## config.mk

```make
export PLATFORM = sky130hd
export DESIGN_NAME = aes_mode_ctrl
export DESIGN_NICKNAME = d
export VERILOG_FILES = /design/src/rtl/aes_mode_ctrl.sv
export SDC_FILE = /design/constraint.sdc
export NUM_CORES = 2
export LEC_CHECK = 0
export ABC_AREA = 1
export CORE_AREA = 2 2 360 362
export DETAILED_ROUTE_END_ITERATION = 7
export DIE_AREA = 0 0 362 364
export GPL_TIMING_DRIVEN = 0
export PLACE_DENSITY = 0.45
export SYNTH_ARGS = -nofsm -noshare
export SYNTH_HDL_FRONTEND = slang
export SYNTH_SLANG_ARGS = --single-unit
```

## constraint.sdc

```tcl
create_clock -name clk -period 1.7 [get_ports clk]
set_input_delay 0.17 -clock clk [delete_from_list [all_inputs] [get_ports clk]]
set_output_delay 0.17 -clock clk [all_outputs]
set_load 0.03 [all_outputs]
```

## src/rtl/aes_mode_ctrl.sv

```systemverilog
// aes_mode_ctrl: block-cipher mode sequencer (ECB/CBC/CFB/OFB) around a shared AES-128 core
module aes_mode_ctrl #(
  parameter int CNT_W       = 16,
  parameter int TIMEOUT_CYC = 64
) (
  input  logic             clk,
  input  logic             rst,
  input  logic [1:0]       cfg_mode,
  input  logic [127:0]     cfg_key,
  input  logic [127:0]     cfg_iv,
  input  logic             cfg_load,
  input  logic             in_valid,
  output logic             in_ready,
  input  logic [127:0]     in_data,
  output logic             out_valid,
  input  logic             out_ready,
  output logic [127:0]     out_data,
  output logic             core_start,
  output logic [127:0]     core_in,
  output logic [127:0]     core_key,
  input  logic [127:0]     core_out,
  input  logic             core_done,
  output logic             busy,
  output logic             err,
  output logic [CNT_W-1:0] blk_count
);
  localparam int TW = $clog2(TIMEOUT_CYC + 1);
  typedef enum logic [2:0] {IDLE, START, WAIT, OUT, ERR} state_t;
  state_t state, nxt;
  logic [TW-1:0] tcnt;
  logic [1:0] mode;
  logic [127:0] chain, pdata, res;
  logic load, acc, done_w, tmo, ohs;
  always_comb begin
    load       = cfg_load && (state == IDLE || state == ERR);
    in_ready   = state == IDLE && !cfg_load;
    acc        = in_ready && in_valid;
    done_w     = state == WAIT && core_done;
    tmo        = state == WAIT && !core_done && tcnt == TW'(TIMEOUT_CYC - 1);
    ohs        = state == OUT && out_ready;
    res        = mode[1] ? pdata ^ core_out : core_out;
    core_start = state == START;
    busy       = state != IDLE;
    out_valid  = state == OUT;
    nxt        = load ? IDLE : acc ? START : state == START ? WAIT : done_w ? OUT : tmo ? ERR : ohs ? IDLE : state;
  end
  always_ff @(posedge clk) begin
    if (!rst) begin
      state     <= IDLE;
      tcnt      <= '0;
      mode      <= 2'd0;
      core_key  <= '0;
      chain     <= '0;
      pdata     <= '0;
      core_in   <= '0;
      out_data  <= '0;
      blk_count <= '0;
      err       <= 1'b0;
    end else begin
      state <= nxt;
      tcnt  <= state == WAIT ? tcnt + 1'b1 : '0;
      if (load) begin
        mode      <= cfg_mode;
        core_key  <= cfg_key;
        chain     <= cfg_iv;
        blk_count <= '0;
        err       <= 1'b0;
      end
      if (acc) begin
        pdata   <= in_data;
        core_in <= mode == 2'd0 ? in_data : mode == 2'd1 ? in_data ^ chain : chain;
      end
      if (done_w) begin
        out_data <= res;
        chain    <= mode == 2'd0 ? chain : mode == 2'd3 ? core_out : res;
      end
      if (tmo) err <= 1'b1;
      if (ohs) blk_count <= blk_count + 1'b1;
    end
  end
endmodule
```

==> impl_metrics.ini <==
[placement]
place.gp.congestion = 0.908
dp_slack_ps = -1100
placed_area_um2 = 43900
place_inst = 7466
portBuffers = 923
dp_hpwl_mm = 140

[layout]
area_growth_pct = 60.2
nFillCells = 13469
nets = 6514
layout-drive-gt1-share = 0.174
fin_area_um2 = 52200
fin_cells = 7751

[sta]
worst_slack_ps = -131
skew_ps = 28.0
period_minus_slack_ps = 1830
tightest_slew_ps = 973
fin_setup_tns_ps = -9170
finalCritPeriodShare = 1.08
rsz0062_at_grt = true
maxSlewViolCount = 0
hold_viol_final = 0
max_freq_mhz = 546
slew_headroom = 0.351
setup_violations = 260
hold_ws_ps = 80.4

[worst_setup_path]
crit_type = reg2reg
cp_top_family = buffers and inverters
crit_chain = nor2_4 -> nand2_4 -> nor2_4 -> buf_6 -> nand2_8 -> buf_12 -> buf_16 -> buf_12 -> buf_16 -> nand2_4 -> a21oi_2
worstPathMaxFanout = 6
cp_slowest_stage_delay_ps = 370
cp_num_buf_inv = 5
worstPathRequired_ps = 2250
startpoint = state[0]
timing.rr.start = state[0]
cp.arrival_ps = 2380
crit_slowest_cell = dfxtp_4
cp-start-kind = register
endpoint_kind = register

[synth]
synth-seq-area-share = 0.411
syn_area_per_cell_um2 = 6.69
synth_compound_gate_area_share = 0.144
syn_area_um2 = 32600
synth_adder_area_share = 0.000768
synth_top_family_by_area = simple AND/OR/NAND/NOR gates
synth_xor_area_frac = 0.0347
synth_edf_count = 0
synthCells = 4868
synthTopCellsByArea = dfxtp_1 (41%), nand2_1 (16%), a21oi_1 (8.1%)
yosys_warnings = 0
syn-num-nets = 5390
synthFlopType = dfxtp_1
synth_top_cell_area_share = 0.411
synth_top_area_cell = dfxtp_1
ys_top_cells_by_count = nand2_1 (1381), dfxtp_1 (669), nor2_1 (611)
async_flop_share = 0
synth_mux_area_frac = 0
yosysMostFrequentCell = nand2_1
ys_ff_latch = 669
yosysUniqueCellTypes = 32
yosys.area_share.simple = 0.325

[power_and_ir_drop]
power.switching_uw = 14900
switching_share = 0.318
combPwrFrac = 0.232
internal-power_uw = 32100
vdd_ir_drop_max_v = 0.000781
clkPwrFrac = 0.398
leakage_uw = 0.0233
seq_power_share = 0.370
p_per_area_nw_per_um2 = 902

[clock_network]
cts_buffer_depth = 3
tritoncts = built
cts.htree.levels = 3
clk_latency_ps = 710
clk_pin_slew_worst_paths_ps = 60
cts_made_buffers = 86
hold_buffers = 0
root_buffer = clkbuf_16
clock_sinks = 669

[global_routing]
grt.overflow.total = 0
grt_util_all_layers = 0.267
grt_pass1_wl_mm = 254
grt_pass1_vias = 34970
grt_max_degree = 13
antenna_found_initial = 49

[floorplan]
die_width_um = 362
coreArea_um2 = 128000
pin_count = 925
die_area_um2 = 132000
rows = 132
floorplan.initialDensity = 0.254
die_h_um = 364

[status]
violations = negative setup slack
status = complete, but fails checks

[route]
drc = 0
first_pass_iters = 6
routed_wl_mm = 189
viasPerCell = 4.77
drt_iter0_drc = 2689
drtAntennaViolNets = 0
avgRoutedWirePerCell_um = 24.3
vias = 36964

[run]
cap_violations = 0

[worst_hold_path]
hold_class = in2reg
hold_start = cfg_key[118]
==> layout by cell type (no fill, tap or decap), types with 14 or more instances in the layout <==
cell,n
nand2_2,36
clkbuf_8,23
nor2_2,24
o21a_1,128
buf_2,34
clkbuf_4,26
a21oi_1,332
dlygate4sd2_1,219
buf_12,62
clkbuf_1,103
a21oi_2,193
nor2_1,567
xor2_1,120
nor2_4,24
buf_16,20
dlymetal6s2s_1,31
o21ai_0,176
nand3_1,395
clkbuf_2,121
dfxtp_1,663
diode_2,14
inv_1,282
buf_6,50
clkdlybuf4s50_1,518
nand3b_1,128
buf_4,89
clkbuf_16,132
buf_8,37
o21ai_1,21
nand2_4,101
nand2_1,1242
clkdlybuf4s15_1,60
==> final timing paths <==
kind	cells past startpoint	slack (ps)	end
worst max-delay path	11	-130	pdata[14]
worst min-delay path	3	80	core_key[118]
worst max register to register	11	-130	pdata[14]
worst min register to register	1	450	tcnt[0]
==> layer usage <==
| metal | wire (um) | global-route usage | vias up |
|---|---|---|---|
| met4 | 4290 | 0.0672 | 58 |
| li1 | - | - | 17910 |
| met3 | 16300 | 0.0839 | 245 |
| met2 | 87600 | 0.440 | 1281 |
| met1 | 80000 | 0.335 | 17470 |
| met5 | 376 | 0 | - |
==> sequential cells by signal, indices dropped and copies added (netlist names) <==
signal	cells
tcnt	7
state	3
pdata	128
blk_count	16
core_in	128
err	1
mode	2
chain	128
out_data	128
core_key	128
==> cells by family (layout without fill, tap and decap cells) <==
kind of cell	count (synthesis)	count (layout)
buf+inv	654	1848
other cells	0	14
simple gates	2543	2543
flops	669	669
fa+ha+maj	2	2
xor+xnor	129	129
compound gates	871	871
==> metrics by stage <==
step	utilization	power [uW]
after floorplan	-	22400
after global placement	0.342	27000
after detailed placement	0.342	27000
after CTS	0.380	46500
after global routing	0.406	48900
final	0.406	47000
==> worst register-to-register path: cells and delay by family, from the launching register on <==
kind	cells	cell delay, ps
buffers and inverters	5	810
flip-flops	1	370
AND/OR/NAND/NOR	5	460
AO/OA/AOI/OAI	1	40
==> power groups by stage <==
stage               combinational [uW]  clock (uW)  sequential [uW]
floorplan                         3760           0            18600
global placement                  9330           0            17600
detailed placement                9360           0            17700
CTS                              10000       19200            17300
global route                     11700       19800            17500
finish                           10900       18700            17400
==> what timing repair did <==
item | CTS | global route
setup buffers | 46 | 20
pin swaps | 56 | 189
cloned | 22 | 42
endpoints found under the setup margin | 1058 | 827
gates resized for setup | 855 | 1080
==> cell type report <==
cell class,instances,area (um^2),share of cell area
Tap cell,1675,2100,0.0402
Sequential cell,669,13400,0.257
Inverter,292,1110,0.0213
Buffer,355,3230,0.0619
Timing Repair Buffer,1043,10900,0.209
Clock inverter,22,259,0.00497
Multi-Input combinational cell,3545,18600,0.356
Antenna cell,14,35.0,0.000672
Clock buffer,136,2570,0.0493
(Power assumes the default switching activity.)
